**src/rtl/onehot_encoder_seq.sv**
```systemverilog
// onehot_encoder_seq: latches a request vector and emits each set bit's index, one beat per cycle, first code the cycle after capture.
// out_ready low holds the current beat stable; defining ONEHOT_STRICT_EN adds err and accepts only one-hot vectors.
module onehot_encoder_seq #(
  parameter int WIDTH     = 8,
  parameter int CODE_W    = 3,
  parameter int PRIO_HIGH = 0
) (
  input  logic              clk,
  input  logic              rst,
  input  logic              en,
  input  logic              in_valid,
  output logic              in_ready,
  input  logic [WIDTH-1:0]  d,
  output logic              out_valid,
  input  logic              out_ready,
  output logic [CODE_W-1:0] out_code,
  output logic              out_last,
  output logic              busy
`ifdef ONEHOT_STRICT_EN
  ,
  output logic              err
`endif
);

  typedef enum logic {
    IDLE = 1'b0,
    EMIT = 1'b1
  } state_t;

  state_t            state_q, state_d;
  logic [WIDTH-1:0]  pending_q, pending_d;
  logic [WIDTH-1:0]  sel_mask;
  logic [CODE_W-1:0] sel_idx;
  logic              single_bit;
  logic              emitting;
  logic              capture;
  logic              beat;

`ifdef ONEHOT_STRICT_EN
  logic err_q, err_d;
  logic d_onehot;
  assign d_onehot = (d != '0) && ((d & (d - WIDTH'(1))) == '0);
`endif

  // The last hit of the scan wins, so scan direction sets the priority.
  always_comb begin
    sel_idx  = '0;
    sel_mask = '0;
    if (PRIO_HIGH != 0) begin
      for (int i = 0; i < WIDTH; i++) begin
        if (pending_q[i]) begin
          sel_idx  = CODE_W'(i);
          sel_mask = '0;
          sel_mask[i] = 1'b1;
        end
      end
    end else begin
      for (int i = WIDTH - 1; i >= 0; i--) begin
        if (pending_q[i]) begin
          sel_idx  = CODE_W'(i);
          sel_mask = '0;
          sel_mask[i] = 1'b1;
        end
      end
    end
  end

  assign single_bit = (pending_q != '0) && ((pending_q & (pending_q - WIDTH'(1))) == '0);
  assign emitting   = (state_q == EMIT);

  // rst gates in_ready so the reset value is visible as soon as rst rises.
  assign in_ready  = (state_q == IDLE) && en && !rst;
  assign out_valid = emitting;
  assign out_code  = emitting ? sel_idx : '0;
  assign out_last  = emitting && single_bit;
  assign busy      = emitting;

  assign capture = in_valid && in_ready;
  assign beat    = out_valid && out_ready;

  always_comb begin
    state_d   = state_q;
    pending_d = pending_q;
`ifdef ONEHOT_STRICT_EN
    err_d     = 1'b0;
`endif
    case (state_q)
      IDLE: begin
        if (capture) begin
`ifdef ONEHOT_STRICT_EN
          if (d_onehot) begin
            pending_d = d;
            state_d   = EMIT;
          end else begin
            err_d = 1'b1;
          end
`else
          if (d != '0) begin
            pending_d = d;
            state_d   = EMIT;
          end
`endif
        end
      end
      EMIT: begin
        if (beat) begin
          pending_d = pending_q & ~sel_mask;
          if (single_bit) begin
            state_d = IDLE;
          end
        end
      end
      default: begin
        state_d   = IDLE;
        pending_d = '0;
      end
    endcase
  end

  always_ff @(posedge clk or posedge rst) begin
    if (rst) begin
      state_q   <= IDLE;
      pending_q <= '0;
    end else begin
      state_q   <= state_d;
      pending_q <= pending_d;
    end
  end

`ifdef ONEHOT_STRICT_EN
  always_ff @(posedge clk or posedge rst) begin
    if (rst) begin
      err_q <= 1'b0;
    end else begin
      err_q <= err_d;
    end
  end

  assign err = err_q;
`endif

endmodule

```
**config.mk**
```make
export PLATFORM = sky130hd
export DESIGN_NAME = onehot_encoder_seq
export DESIGN_NICKNAME = d
export VERILOG_FILES = /design/src/rtl/onehot_encoder_seq.sv
export SDC_FILE = /design/constraint.sdc
export NUM_CORES = 1
export LEC_CHECK = 0
export BUFFER_PORTS_ARGS = -buffer_cell sky130_fd_sc_hd__buf_2
export CELL_PAD_IN_SITES_DETAIL_PLACEMENT = 1
export CELL_PAD_IN_SITES_GLOBAL_PLACEMENT = 1
export CORE_AREA = 2 2 45 47
export CTS_BUF_LIST = sky130_fd_sc_hd__clkbuf_16
export CTS_CLUSTER_SIZE = 28
export DETAILED_ROUTE_END_ITERATION = 10
export DIE_AREA = 0 0 47 49
export PLACE_DENSITY = 0.86
export SLEW_MARGIN = 0
export SYNTH_ARGS = -nofsm -noshare
export SYNTH_HDL_FRONTEND = slang
export SYNTH_SLANG_ARGS = --single-unit
export TNS_END_PERCENT = 1
```
**constraint.sdc**
```tcl
create_clock -name clk -period 6.81 [get_ports clk]
set_clock_uncertainty 0.15 [all_clocks]
set_input_delay 1.362 -clock clk [delete_from_list [all_inputs] [get_ports clk]]
set_output_delay 1.362 -clock clk [all_outputs]
set_load 0.02 [all_outputs]
```
==> summary.md, run 1 <==
| Metric | Value |
|---|---|
| Status | `complete, no violations` |
| Largest net degree at the start of global routing | `14` |
| Total negative slack | `0 ns` |
| Sink Count | `9` |
| Top Metal Used | `met4` |
| Ports | `20` |
| Pre-antenna DRT Iters | `4` |
| Share of layout cells above drive strength 1 | `28.74%` |
| Reg2Reg Setup Slack | `4.36 ns` |
| Critical path class | `reg -> out` |
| Gr usage total | `20.30%` |
| Met3 Wirelength | `94 um` |
| Grt ovf | `0` |
| Ranking of synthesized cells by area | `dfrtp_1 (36%), a22o_1 (7.1%), o21ai_0 (4.8%)` |
| First-pass GRT wire length | `3167 um` |
| Mean Syn Cell Area | `8.866 um^2` |
| Syn Inst Count | `70` |
| Die H | `49 um` |
| CP arrival | `2.24 ns` |
| Min-Delay Path Class | `reg -> reg` |
| Min Hold Slack | `0.4263 ns` |
| Crit-path cells | `or4_1 > or3_1 > a31oi_1 > nor2_1 > buf_2` |
| Period utilisation layout | `55.16%` |
| Cell area after synthesis | `620.6 um^2` |
| Num CTS Buffers | `3` |
| LEAKAGE | `0.3720 nW` |
| Layout filler cell count | `231` |
| Hold_buf cts | `0` |
| Die ar. | `0.002303 mm^2` |
| Startpoint type of the worst setup path | `flop` |
| CP max FO | `8` |
| Vias | `681` |
| Final number of hold-violating endpoints | `0` |
| Area Overhead vs Synth | `28.23%` |
| CTS tree | `yes` |
| Final setup vio count | `0` |
| Post-synth EDFFs | `0` |
| CP max stage delay | `0.69 ns` |
| Core footprint | `0.001842 mm^2` |
| Num rows | `16` |
| DRC viols | `0` |
| Top FF cell, synth | `dfrtp_1` |
| Slew HR | `53.53%` |
| Vias in the first global route | `660` |
| RSZ-0062 raised after global routing | `false` |
| Worst R2R Path Depth | `5` |
| PortBufs | `19` |
| Seq/Total Area, Yosys | `36.29%` |
| Final non-filler cell total | `114` |
| Clock buffer depth | `2` |
| Slowest CP cell | `or4_1` |
| Total of max-cap violations | `0` |
| WP data required | `5.30 ns` |
| Via density | `5.974` |
| Root Buffer | `clkbuf_16` |
| Slew Limit Fails | `0` |
| Synth Net Count | `83` |
| Postcts setup bufs | `0` |
| Crit Reg-Reg Endpoint | `pending_q[3]` |
| Initial antenna violation count | `0` |
| Pwr dens | `512.5 mW/mm^2` |
| Worst Tran Pin Value | `0.6956 ns` |
| Met2 routed WL | `1049 um` |
| Sum of routed wire segments on met1 | `840 um` |
| Fin nets | `101` |
| CTS clk-pin slew, worst paths | `0.04 ns` |
| Htree depth | `1` |
| Critical R2R Launch | `busy` |
| Die Width | `47 um` |
| Area leader, netlist | `dfrtp_1` |
| CP startpoint | `pending_q[0]` |
| Critical Path Sink Type | `primary output` |
| Clock latency on the worst-skew pair | `0.24 ns` |
| DP HPWL | `1367 um` |
| Share of the synthesized area in the top cell type | `36.29%` |
| Post-synth cell types | `36` |
| Total wire length | `2070 um` |
| Post-cts sizing count | `0` |
| N_diodes | `0` |
| Maximum VDD drop | `0.0001612 V` |
| Gp weighted congestion | `0.7453` |
| CP Capture Point | `out_last` |
| Routed WL per cell | `18.16 um` |
| 1st-iter DRT viols | `6` |
| Placed Cells | `110` |
| Antenna Nets Post-Route | `0` |
| Yosys reg bits | `9` |
| Asr flop ratio synth | `100.0%` |
| Fmax | `266.2 MHz` |
| Initial Utilization | `33.70%` |
| Min-delay src | `pending_q[7]` |
| Period minus WS final | `3.756 ns` |
| Ys Warns | `0` |
[sequential cells by signal (all words and copies together) (netlist names)]
register   cells
pending_q      8
busy           1
[through the flow]
step | cell area [um^2] | utilization, % | total power, mW | worst slack, ns
finish | 795.8 | 43.21 | 0.4078 | 3.054
detailed placement | 716.9 | 38.93 | 0.2968 | 3.171
global route | 795.8 | 43.21 | 0.4344 | 2.957
CTS | 795.8 | 43.21 | 0.4068 | 3.056
global placement | 716.9 | 38.93 | 0.2874 | 3.191
floorplan | 620.6 | - | 0.2529 | 3.410
[logic make-up (layout without fill, tap and decap cells)]
group,Yosys count,after routing,synth area share (%)
AO/OA/AOI/OAI,28,28,34.48
AND/OR/NAND/NOR,21,21,18.75
buffers and inverters,11,28,8.871
flip-flops,9,9,36.29
adder cells (fa/ha/maj),1,1,1.613
[worst max-delay path, delay by kind of cell (launching register included)]
| kind | cells | cell delay (ns) |
|---|---|---|
| AND/OR/NAND/NOR | 3 | 1.16 |
| AO/OA/AOI/OAI | 1 | 0.21 |
| flip-flops | 1 | 0.48 |
| buffers and inverters | 1 | 0.16 |
[cell usage after synthesis, drive strengths merged, types with 2 or more instances]
cell and instances:
a22o 6, buf 4, clkbuf 3, dfrtp 9
inv 4, nand2 3, nand2b 2, nor2 4
nor3 3, nor4 3, o21ai 6, o22ai 2
[cell type report]
class	count	area, um^2	area share, %
Multi-Input combinational cell	50	340.3	42.77
Sequential cell	9	225.2	28.30
Timing Repair Buffer	20	102.6	12.89
Clock buffer	3	75.07	9.434
Tap cell	27	33.78	4.245
Inverter	4	15.01	1.887
Clock inverter	1	3.754	0.4717
[placed cells by master (no fill, tap or decap), drive strengths merged, types with 2 or more instances in the layout]
master / n
nand2: 3
o22ai: 2
nor2: 4
clkbuf: 3
buf: 20
o21ai: 6
a22o: 6
dfrtp: 9
nor4: 3
inv: 5
nand2b: 2
nor3: 3
[metal layers]
metal | global-route usage, % | vias up
li1 | - | 302
met3 | 5.556 | 9
met5 | 0 | -
met1 | 22.99 | 342
met2 | 32.42 | 28
met4 | 12.04 | 0
[power by group]
group	internal, mW	switching (mW)	leakage, nW	total [mW]
clock	0.0769	0.0278	0.0423	0.105
combinational	0.0773	0.0997	0.212	0.177
sequential	0.0759	0.0502	0.118	0.126
[worst min path at each step]
stage,to,slack (ns),cells past startpoint
final,pending_q[7],0.43,1
after global routing,pending_q[7],0.45,1
after CTS,pending_q[7],0.42,1
after detailed placement,pending_q[7],0.41,1
after global placement,pending_q[7],0.41,1
after floorplan,pending_q[7],0.37,1
(Power assumes the default switching activity.)
==> inputs of run 2 (changes only) <==
Settings changed: CORE_AREA 2 2 45 47 to 2 2 48 50, DIE_AREA 0 0 47 49 to 0 0 50 52, PLACE_DENSITY 0.86 to 0.8.
Clock period 6.81 ns to 3.45 ns, I/O delays scaled along.
==> run 2 against run 1 <==
Compared with the run above:
- die area rose by 13%
- highest routed layer unchanged
- critical path depth did not move
- cell count rose by 0.88%
==> summary.md, run 2 (synthesis results as in run 1) <==
| Metric | Value |
|---|---|
| WP data required | `2.61 ns (was 5.30 ns)` |
| Clock buffer depth | `2 (unchanged)` |
| Fmax | `332.3 MHz` |
| Total negative slack | `0 ns (unchanged)` |
| Largest delay share family, worst path | `simple AND/OR/NAND/NOR gates (unchanged)` |
| Vias | `650 (was 681)` |
| Postcts setup bufs | `0 (unchanged)` |
| Max FFs per register | `8 (unchanged)` |
| Period utilisation layout | `87.23%` |
| Worst R2R Path Depth | `4 (was 5)` |
| PortBufs | `19 (unchanged)` |
| Critical path class | `reg -> out (unchanged)` |
| Pre-antenna DRT Iters | `4 (unchanged)` |
| Placed Cells | `111 (was 110)` |
| Clock latency on the worst-skew pair | `0.24 ns (about the same)` |
| Via density | `5.652 (was 5.974)` |
| Crit-path cells | `or4_1 > or3_1 > a31oi_1 > nor2_1 > buf_2 (unchanged)` |
| Slowest CP cell | `or4_1 (unchanged)` |
| Num CTS Buffers | `3 (unchanged)` |
| Period minus WS final | `3.009 ns` |
| Htree depth | `1 (unchanged)` |
| Final non-filler cell total | `115 (was 114)` |
| Routed WL per cell | `16.25 um (was 18.16 um)` |
| Most flop-heavy register | `pending_q (unchanged)` |
| Hold_buf cts | `0 (unchanged)` |
| Critical R2R Launch | `busy (unchanged)` |
| Largest net degree at the start of global routing | `14 (unchanged)` |
| Critical Path Sink Type | `primary output (unchanged)` |
| DP HPWL | `1369 um (was 1367 um)` |
| Vias in the first global route | `684 (was 660)` |
| Layout filler cell count | `249 (was 231)` |
| Initial antenna violation count | `0 (unchanged)` |
| Die H | `52 um (was 49 um)` |
| Post-cts sizing count | `0 (unchanged)` |
| Slew Limit Fails | `0 (unchanged)` |
| CTS tree | `yes (unchanged)` |
| Antenna Nets Post-Route | `0 (unchanged)` |
| Status | `complete, no violations (unchanged)` |
| Die ar. | `0.002600 mm^2 (was 0.002303 mm^2)` |
| Worst Tran Pin Value | `0.6493 ns (was 0.6956 ns)` |
| Slew HR | `56.62% (was 53.53%)` |
| Most frequent cells in the layout | `buf_2 (19), dfrtp_1 (9), o21ai_0 (6) (unchanged)` |
| Gr usage total | `16.86% (was 20.30%)` |
| Area Overhead vs Synth | `28.43% (was 28.23%)` |
| Worst Path Buf+Inv | `1 (unchanged)` |
| Crit Reg-Reg Endpoint | `pending_q[4] (was pending_q[3])` |
| Initial Utilization | `29.47% (was 33.70%)` |
| Fin nets | `101 (unchanged)` |
| Pwr dens | `984.6 mW/mm^2 (was 512.5 mW/mm^2)` |
| Final setup vio count | `0 (unchanged)` |
| Ports | `20 (unchanged)` |
| Commonest non-fill, non-tap cell in the layout | `buf_2 (unchanged)` |
| CP startpoint | `pending_q[0] (unchanged)` |
| CP max stage delay | `0.67 ns (was 0.69 ns)` |
| LEAKAGE | `0.3720 nW (unchanged)` |
| Num rows | `17 (was 16)` |
| DRC viols | `0 (unchanged)` |
| CTS clk-pin slew, worst paths | `0.04 ns (about the same)` |
| Maximum VDD drop | `0.0003157 V (was 0.0001612 V)` |
| CP max FO | `8 (unchanged)` |
| Total wire length | `1869 um (was 2070 um)` |
| Startpoint type of the worst setup path | `flop (unchanged)` |
| N_diodes | `0 (unchanged)` |
| First-pass GRT wire length | `3270 um (was 3167 um)` |
| Sink Count | `9 (unchanged)` |
| Core footprint | `0.002106 mm^2 (was 0.001842 mm^2)` |
| CP arrival | `2.17 ns (was 2.24 ns)` |
| RSZ-0062 raised after global routing | `false (unchanged)` |
| Root Buffer | `clkbuf_16 (unchanged)` |
| Min-Delay Path Class | `in -> async (was reg -> reg)` |
| Power consumption | `0.7847 mW (was 0.4078 mW)` |
| Fin util | `37.85% (was 43.21%)` |
| Min Hold Slack | `0.2925 ns (was 0.4263 ns)` |
| Reg2Reg Setup Slack | `1.11 ns (was 4.36 ns)` |
| Gp weighted congestion | `0.7601 (was 0.7453)` |
| Total of max-cap violations | `0 (unchanged)` |
| 1st-iter DRT viols | `9 (was 6)` |
| Die Width | `50 um (was 47 um)` |
| Final number of hold-violating endpoints | `0 (unchanged)` |
| Share of layout cells above drive strength 1 | `28.74% (unchanged)` |
| Grt ovf | `0 (unchanged)` |
==> run 2: layer usage <==
layer / routed length (um) / GRT usage, %
met5: 0 / 0
met4: 32 / 9.722
met3: 81 / 3.448
met2: 886 / 25.44
met1: 869 / 22.20
==> run 2: per-stage QoR <==
stage	setup WS, ns	cell area, um^2
6_report	0.4407	797.0
4_1_cts	0.4435	797.0
3_3_place_gp	0.7727	718.2
2_1_floorplan	0.8213	620.6
5_1_grt	0.3223	797.0
3_5_place_dp	0.7007	718.2
==> run 2: area by class of cell <==
cell class	count	area, um^2	share of cell area, %
Clock buffer	3	75.07	9.419
Clock inverter	1	3.754	0.4710
Inverter	4	15.01	1.884
Multi-Input combinational cell	50	340.3	42.70
Sequential cell	9	225.2	28.26
Tap cell	28	35.03	4.396
Timing Repair Buffer	20	102.6	12.87
==> run 2: how the worst max path moves through the flow <==
stage          slack, ns       end  depth (start not counted)
2_1_floorplan       0.82  out_last                          6
3_3_place_gp        0.77  out_last                          5
3_5_place_dp        0.70  out_last                          5
4_1_cts             0.44  out_last                          5
5_1_grt             0.32  out_last                          5
6_report            0.44  out_last                          5
==> run 2: where the power goes <==
group,total (mW),switching [mW],internal (mW)
sequential,0.242,0.0925,0.150
clock,0.202,0.0510,0.151
combinational,0.340,0.188,0.152
total,0.785,0.331,0.454
==> inputs of run 3 (changes only) <==
Settings changed: SETUP_SLACK_MARGIN from default to 0.5.
==> run 3 against run 2 <==
Compared with the run above:
- clock power hardly changed
- critical path depth is the same
- count of clock-buffer cells in the layout did not move
- global-route usage stayed put
- worst hold slack about the same
- register-to-register slack barely moved
- combinational power up 8.5%
- non-clock buffer count unchanged
- sequential power grew 2%
- total power is 4.3% higher
- wire length up 1.3%
- largest cell class unchanged
==> summary.md, run 3 (synthesis results as in run 1) <==
| Metric | Value |
|---|---|
| Status | `complete, no violations (unchanged)` |
| Critical R2R Launch | `busy (unchanged)` |
| Final number of hold-violating endpoints | `0 (unchanged)` |
| Power consumption | `0.8188 mW (was 0.7847 mW)` |
| Min-Delay Path Class | `in -> async (unchanged)` |
| Max FFs per register | `8 (unchanged)` |
| Worst Path Buf+Inv | `1 (unchanged)` |
| Setup WS post-layout | `0.5697 ns (was 0.4407 ns)` |
| Vias in the first global route | `684 (unchanged)` |
| Antenna Nets Post-Route | `0 (unchanged)` |
| Met3 Wirelength | `79 um (was 81 um)` |
| Dpl ws | `0.7007 ns (unchanged)` |
| Die H | `52 um (unchanged)` |
| Fin nets | `101 (unchanged)` |
| Die ar. | `0.002600 mm^2 (unchanged)` |
| Gr usage total | `16.86% (unchanged)` |
| Slew Limit Fails | `0 (unchanged)` |
| Grt ovf | `0 (unchanged)` |
| Initial Utilization | `29.47% (unchanged)` |
| Core footprint | `0.002106 mm^2 (unchanged)` |
| Commonest non-fill, non-tap cell in the layout | `buf_2 (unchanged)` |
| Worst Tran Pin Value | `0.6507 ns (was 0.6493 ns)` |
| Final setup vio count | `0 (unchanged)` |
| Fmax | `347.2 MHz (was 332.3 MHz)` |
| Crit-path cells | `or4_4 > or3_1 > a31oi_2 > nor2_1 > buf_2 (was or4_1 > or3_1 > a31oi_1 > nor2_1 > buf_2)` |
| Sum of routed wire segments on met1 | `862 um (was 869 um)` |
| Period minus WS final | `2.880 ns (was 3.009 ns)` |
| CP max FO | `8 (unchanged)` |
| Hold_buf cts | `0 (unchanged)` |
| Largest delay share family, worst path | `simple AND/OR/NAND/NOR gates (unchanged)` |
| Largest net degree at the start of global routing | `14 (unchanged)` |
| Num CTS Buffers | `3 (unchanged)` |
| DRC viols | `0 (unchanged)` |
| Via density | `5.583 (was 5.652)` |
| Ports | `20 (unchanged)` |
| Die Width | `50 um (unchanged)` |
| Startpoint type of the worst setup path | `flop (unchanged)` |
| Root Buffer | `clkbuf_16 (unchanged)` |
| CP arrival | `2.04 ns (was 2.17 ns)` |
| Share of layout cells above drive strength 1 | `33.33% (was 28.74%)` |
| LEAKAGE | `0.3724 nW (was 0.3720 nW)` |
| Gp weighted congestion | `0.7601 (unchanged)` |
| PortBufs | `19 (unchanged)` |
| CP max stage delay | `0.60 ns (was 0.67 ns)` |
| Critical path class | `reg -> out (unchanged)` |
| Total negative slack | `0 ns (unchanged)` |
| Routed WL per cell | `16.46 um (was 16.25 um)` |
| Vias | `642 (was 650)` |
| Slowest CP cell | `or4_4 (was or4_1)` |
| Total wire length | `1893 um (was 1869 um)` |
| Pwr dens | `1005 mW/mm^2 (was 984.6 mW/mm^2)` |
| CTS tree | `yes (unchanged)` |
| Most frequent cells in the layout | `buf_2 (19), dfrtp_1 (8), o21ai_0 (6) (was buf_2 (19), dfrtp_1 (9), o21ai_0 (6))` |
| WP data required | `2.61 ns (about the same)` |
| Clock latency on the worst-skew pair | `0.24 ns (about the same)` |
| Fin util | `38.68% (was 37.85%)` |
| Placed Cells | `111 (unchanged)` |
| Total of max-cap violations | `0 (unchanged)` |
| Final non-filler cell total | `115 (unchanged)` |
| Initial antenna violation count | `0 (unchanged)` |
| Period utilisation layout | `83.49% (was 87.23%)` |
| Htree depth | `1 (unchanged)` |
| N_diodes | `0 (unchanged)` |
| First-pass GRT wire length | `3270 um (unchanged)` |
| 1st-iter DRT viols | `7 (was 9)` |
| CTS clk-pin slew, worst paths | `0.04 ns (about the same)` |
| Slew HR | `56.53% (was 56.62%)` |
| Critical Path Sink Type | `primary output (unchanged)` |
| Top Metal Used | `met4 (unchanged)` |
| Clock buffer depth | `2 (unchanged)` |
| Pre-antenna DRT Iters | `4 (unchanged)` |
| Area Overhead vs Synth | `31.25% (was 28.43%)` |
| Num rows | `17 (unchanged)` |
| DP HPWL | `1369 um (unchanged)` |
| RSZ-0062 raised after global routing | `false (unchanged)` |
| CP startpoint | `pending_q[0] (unchanged)` |
| Maximum VDD drop | `0.0003216 V (was 0.0003157 V)` |
| Most flop-heavy register | `pending_q (unchanged)` |
| Sink Count | `9 (unchanged)` |
| Met2 routed WL | `919 um (was 886 um)` |
[run 3: where the power goes]
group | switching [mW] | leakage, nW | internal [mW]
registers | 0.0967 | 0.117 | 0.151
logic | 0.199 | 0.214 | 0.170
clock network | 0.0512 | 0.0423 | 0.151
[run 3: worst paths after layout]
kind                                end  cells past startpoint  slack, ns
hold reg to reg            pending_q[7]                      1       0.43
setup reg to reg           pending_q[4]                      4       1.11
setup / recovery               out_last                      5       0.57
hold / removal                     busy                      2       0.29
min in group clk           pending_q[7]                      1       0.43
max in group asynchronous  pending_q[0]                      2       2.56
[run 3: worst reg2reg max path, cell delays in order (launching register included)]
cell and delay [ns]:
dfrtp_1 0.51, nor4bb_1 0.51, a21boi_1 0.62, o21ai_0 0.22, a22o_1 0.21
[run 3: layout make-up]
cell class | count | area, um^2
Clock buffer | 3 | 75.07
Tap cell | 28 | 35.03
Sequential cell | 9 | 226.5
Fill cell | 250 | 1291
Clock inverter | 1 | 3.754
Multi-Input combinational cell | 50 | 356.6
Inverter | 4 | 15.01
Timing Repair Buffer | 20 | 102.6
[run 3: through the flow]
| stage | area (um^2) | hold slack (ns) |
|---|---|---|
| 5_1_grt | 814.5 | 0.3369 |
| 2_1_floorplan | 620.6 | 0.3727 |
| 3_3_place_gp | 718.2 | 0.3965 |
| 4_1_cts | 800.8 | 0.3051 |
| 6_report | 814.5 | 0.2926 |
| 3_5_place_dp | 718.2 | 0.4122 |
[run 3: routing by layer]
layer,up-vias,global-route usage (%)
met5,-,0
met4,0,9.722
met3,4,3.448
met2,22,25.44
met1,311,22.20
li1,305,-
[run 3: timing repair]
action                     CTS  global route
cloned                       0             0
setup endpoints to repair    1             1
gates resized for setup      1             4
buffers inserted             0             0
pin swaps                    0             0
